$ cat config.mk
export PLATFORM = sky130hd
export DESIGN_NAME = input_conditioner_flat
export DESIGN_NICKNAME = d
export VERILOG_FILES = /design/src/rtl/input_cond_pkg.sv /design/src/rtl/input_conditioner_if.sv /design/src/rtl/debounce_channel.sv /design/src/rtl/input_conditioner.sv /design/src/flat_wrapper.sv
export SDC_FILE = /design/constraint.sdc
export NUM_CORES = 1
export LEC_CHECK = 0
export ABC_CLOCK_PERIOD_IN_PS = 2700
export CAP_MARGIN = 10
export CORE_MARGIN = 3
export CORE_UTILIZATION = 35
export DETAILED_ROUTE_END_ITERATION = 8
export PLACE_DENSITY = 0.69
export SYNTH_ARGS = -nofsm -noshare
export SYNTH_HDL_FRONTEND = slang
export SYNTH_HIERARCHICAL = 1
export SYNTH_SLANG_ARGS = --single-unit
$ cat constraint.sdc
create_clock -name clk -period 2.7 [get_ports clk]
set_clock_uncertainty 0.15 [all_clocks]
set_input_delay 0.54 -clock clk [delete_from_list [all_inputs] [get_ports clk]]
set_output_delay 0.54 -clock clk [all_outputs]
set_load 0.03 [all_outputs]
$ cat src/rtl/input_cond_pkg.sv
// Shared helpers for the input conditioner: counter sizing and parameter legality.
package input_cond_pkg;

  function automatic int cnt_width(int n);
    return ($clog2(n) < 1) ? 1 : $clog2(n);
  endfunction

  function automatic bit params_legal(int width, int stages, int debounce_cycles);
    return (width >= 1) && (stages >= 2) && (debounce_cycles >= 1);
  endfunction

endpackage

$ cat src/rtl/input_conditioner_if.sv
// Pin-side bundle: raw inputs in, conditioned levels and event pulses out.
interface input_conditioner_if #(parameter int WIDTH = 4);
    logic [WIDTH-1:0] in;
    logic [WIDTH-1:0] level;
    logic [WIDTH-1:0] rise;
    logic [WIDTH-1:0] fall;
    logic             any_rise;

    modport master (output in, input level, rise, fall, any_rise);
    modport slave  (input in, output level, rise, fall, any_rise);
endinterface

$ cat src/rtl/debounce_channel.sv
// One channel: synchronizer chain, debounce counter, accepted level and edge pulses.
module debounce_channel
    import input_cond_pkg::*;
#(
    parameter int   STAGES          = 2,
    parameter int   DEBOUNCE_CYCLES = 4,
    parameter logic RESET_BIT       = 1'b0
) (
    input  logic clk,
    input  logic reset,
    input  logic in,
    output logic level,
    output logic rise,
    output logic fall,
    output logic rise_next
);

    localparam int            CW       = cnt_width(DEBOUNCE_CYCLES);
    localparam logic [CW-1:0] CNT_LAST = CW'(DEBOUNCE_CYCLES - 1);

    logic [STAGES-1:0] sync;
    logic              s;
    logic [CW-1:0]     cnt, cnt_next;
    logic              level_next, fall_next;

    assign s = sync[STAGES-1];

    // NOTE: every always_comb output gets a default first, so no path leaves it unassigned (no latch).
    always_comb begin
        level_next = level;
        cnt_next   = '0;
        rise_next  = 1'b0;
        fall_next  = 1'b0;
        if (s != level) begin
            if (cnt == CNT_LAST) begin
                level_next = s;
                rise_next  = s;
                fall_next  = ~s;
            end else begin
                cnt_next = cnt + 1'b1;
            end
        end
    end

    // NOTE: state registers use non-blocking assignments so all flops update from pre-edge values.
    always_ff @(posedge clk) begin
        if (reset) begin
            sync  <= '0;
            cnt   <= '0;
            level <= RESET_BIT;
            rise  <= 1'b0;
            fall  <= 1'b0;
        end else begin
            sync  <= {sync[STAGES-2:0], in};
            cnt   <= cnt_next;
            level <= level_next;
            rise  <= rise_next;
            fall  <= fall_next;
        end
    end

endmodule

$ cat src/rtl/input_conditioner.sv
// Multi-channel input front end: WIDTH independent debounce channels plus a registered any_rise.
module input_conditioner
    import input_cond_pkg::*;
#(
    parameter int               WIDTH           = 4,
    parameter int               STAGES          = 2,
    parameter int               DEBOUNCE_CYCLES = 4,
    parameter logic [WIDTH-1:0] RESET_VAL       = '0
) (
    input logic                clk,
    input logic                reset,
    input_conditioner_if.slave bus
);

    if (!params_legal(WIDTH, STAGES, DEBOUNCE_CYCLES)) begin : g_param_check
        $error("input_conditioner: illegal parameters (WIDTH>=1, STAGES>=2, DEBOUNCE_CYCLES>=1)");
    end

    logic [WIDTH-1:0] level, rise, fall, rise_next;
    logic             any_rise;

    for (genvar i = 0; i < WIDTH; i++) begin : g_ch
        debounce_channel #(
            .STAGES          (STAGES),
            .DEBOUNCE_CYCLES (DEBOUNCE_CYCLES),
            .RESET_BIT       (RESET_VAL[i])
        ) u_ch (
            .clk       (clk),
            .reset     (reset),
            .in        (bus.in[i]),
            .level     (level[i]),
            .rise      (rise[i]),
            .fall      (fall[i]),
            .rise_next (rise_next[i])
        );
    end

    // Built from the channels' next-state rise so it lands on the same edge as rise.
    always_ff @(posedge clk) begin
        if (reset) any_rise <= 1'b0;
        else       any_rise <= |rise_next;
    end

    assign bus.level    = level;
    assign bus.rise     = rise;
    assign bus.fall     = fall;
    assign bus.any_rise = any_rise;

endmodule

$ cat src/flat_wrapper.sv
// flat-port wrapper written by rule: the top's interface ports become plain ports
module input_conditioner_flat import input_cond_pkg::*;
#(
    parameter int               WIDTH           = 4,
    parameter int               STAGES          = 2,
    parameter int               DEBOUNCE_CYCLES = 4,
    parameter logic [WIDTH-1:0] RESET_VAL       = '0
)
  (clk, reset, bus_in, bus_level, bus_rise, bus_fall, bus_any_rise);
  input_conditioner_if #(.WIDTH(WIDTH)) bus_i ();
  input logic clk;
  input logic reset;
  input wire logic [$bits(bus_i.in)-1:0] bus_in;
  output wire logic [$bits(bus_i.level)-1:0] bus_level;
  output wire logic [$bits(bus_i.rise)-1:0] bus_rise;
  output wire logic [$bits(bus_i.fall)-1:0] bus_fall;
  output wire logic [$bits(bus_i.any_rise)-1:0] bus_any_rise;
  assign bus_i.in = bus_in;
  assign bus_level = bus_i.level;
  assign bus_rise = bus_i.rise;
  assign bus_fall = bus_i.fall;
  assign bus_any_rise = bus_i.any_rise;
  input_conditioner #(.WIDTH(WIDTH), .STAGES(STAGES), .DEBOUNCE_CYCLES(DEBOUNCE_CYCLES), .RESET_VAL(RESET_VAL)) u_core (.clk(clk), .reset(reset), .bus(bus_i));
endmodule
==> results.cfg <==
[route]
drtIter0Drc = 7
routed_wl_mm = 1.54
wl_per_cell_um = 11.7
ant_nets = 0
drt_first_pass_iters = 4
vias_per_cell = 4.87
drc = 0
vias = 638

[floorplanning]
fp-row-count = 18
core_area_um2 = 2610
die_area_um2 = 3550
io_pins = 19
start_util_pct = 38.5
chipWidth_um = 59.6
die_y_um = 59.6

[cells_and_area]
layout_common_cells = dfxtp_1, clkdlybuf4s50_1, nor2b_1, and4bb_2
diodes = 0
syn_to_final_growth_pct = 29.1
multiInputGateArea_um2 = 425
nets = 111
n_fill_cell = 260
seqCellArea_um2 = 581
final_common_cell = dfxtp_1
fin_area_um2 = 1300
drive_gt1_share_pct = 22.8

[critical_path]
cp_num_buf_inv = 1
timing.rr.start = u_core/g_ch[1].u_ch/cnt[0]
r2r_slack_ns = 1.23
path_max_fanout = 6
slowest_stage = clkdlybuf4s50_1
cp.required_ns = 2.01
cp_slowest_stage_delay_ns = 0.71
startpoint = u_core/g_ch[2].u_ch/level
end_kind = output port
path_cells = clkdlybuf4s50_1
critPathLaunchType = register
worstSetupPathType = register to output port
worstPathArrival_ns = 1.45
critPathTopFamily = buffers and inverters

[global_routing]
overflow = 0
first_global_vias = 616
antenna_found_initial = 0
grt_pass1_wl_mm = 2.75
grt_start_max_net_pins = 21
grt_use_total_pct = 11.1

[synthesis]
syn_area_um2 = 1010
syn-num-nets = 85
netlist-cell-type-count = 10
ys_ff_latch = 29
ys_seq_area_share_pct = 57.7
avgSynthCellArea_um2 = 13.4
synth_cells = 75
yosys_warnings = 6

[clock_network]
clk_path_buf_depth = 2
cts_tree = done
cts-buffers-inserted = 5
hold_buffers = 0
cts_setup_buffers = 0
cts.sinks = 29
post_cts_resized = 0
clk_latency_ns = 0.31
htreeDepth = 2
clock_tree.root_cell = clkbuf_4
clk_pin_slew_ns = 0.08

[min_path]
min_path_type = register to register
hp-start = u_core/g_ch[2].u_ch/cnt[0]

[place]
dpl-instance-area_um2 = 1240
dp_hpwl_mm = 1.03
gp_congestion = 0.688
portBuffers = 18

[timing]
period_share_pct = 79.4
worstMarginPinSlew_ns = 0.391
rsz0062_at_grt = false
finalHoldViolations = 0
slew_violations = 0
slew_headroom_pct = 73.9
fin_crit_ns = 2.14
setup-tns-final_ns = 0
fmax_mhz = 467
finalSetupViolations = 0

[flow_run]
drv_cap = 0

[power_and_ir_drop]
leakagePower_nw = 0.482
p_per_area_nw_per_um2 = 555
vdd_ir_drop_max_v = 0.000364

[run_status]
status = finished, final reports clean
[worst paths after layout]
| kind | end | depth (start not counted) |
|---|---|---|
| worst min-delay path | u_core/g_ch[2].u_ch/cnt[0] | 1 |
| worst max-delay path | bus_level[2] | 1 |
| worst min register to register | u_core/g_ch[2].u_ch/cnt[0] | 1 |
| worst max register to register | u_core/bus.any_rise | 4 |
[state kept, by name (all words and copies together), names as in the netlist]
name,flops
u_core/g_ch.u_ch/cnt,8
u_core/g_ch.u_ch/sync,8
u_core/g_ch.u_ch/fall,4
u_core/g_ch.u_ch/level,4
u_core/g_ch.u_ch/rise,4
u_core/bus.any_rise,1
[synth_stat cells]
cell      count  area [um^2]
nor4b_2       4         60.1
and3b_2       4         40.0
dfxtp_1      29          581
nor2_1        5         18.8
ha_1          4         50.1
xnor2_1       4         35.0
nor4_1        5         31.3
and4bb_2      8          100
mux2i_1       4         40.0
nor2b_1       8         50.1
[cells by family (layout without fill, tap and decap cells)]
group / Yosys count / in the layout / share of synthesized area, %
and+or+nand+nor: 34 / 34 / 29.9
buffers and inverters: 0 / 26 / 0
DFF: 29 / 29 / 57.7
xor gates and xnor gates: 4 / 4 / 3.48
muxes: 4 / 4 / 3.98
adders and majority gates: 4 / 4 / 4.98
[cell type report]
| type | count | share of cell area, % |
|---|---|---|
| Clock buffer | 7 | 4.24 |
| Timing Repair Buffer | 19 | 15.4 |
| Tap cell | 30 | 2.89 |
| Sequential cell | 29 | 44.7 |
| Multi-Input combinational cell | 46 | 32.8 |
[through the flow]
stage / hold slack (ns) / util (%) / power (mW) / worst slack [ns] / std cells
global placement: 0.266 / 47.6 / 0.476 / 0.749 / 124
floorplan: 0.255 / - / 0.458 / 1.34 / 75
detailed placement: 0.274 / 47.6 / 0.477 / 0.715 / 124
global route: 0.306 / 49.7 / 0.763 / 0.488 / 131
finish: 0.282 / 49.7 / 0.720 / 0.556 / 131
CTS: 0.286 / 49.7 / 0.735 / 0.536 / 131
[report_power, final]
group,internal (mW),switching [mW],leakage (nW)
Combinational,0.0168,0.0104,0.215
Clock,0.123,0.131,0.0314
Sequential,0.435,0.00446,0.236
[layer usage]
metal	track usage (%)	vias to the layer above	wire length, um
met3	4.79	7	102
met4	9.49	0	57
met1	13.3	290	667
met5	0	-	0
li1	-	322	-
met2	14.8	19	709
No activity file was read; power rests on OpenSTA's default activity.
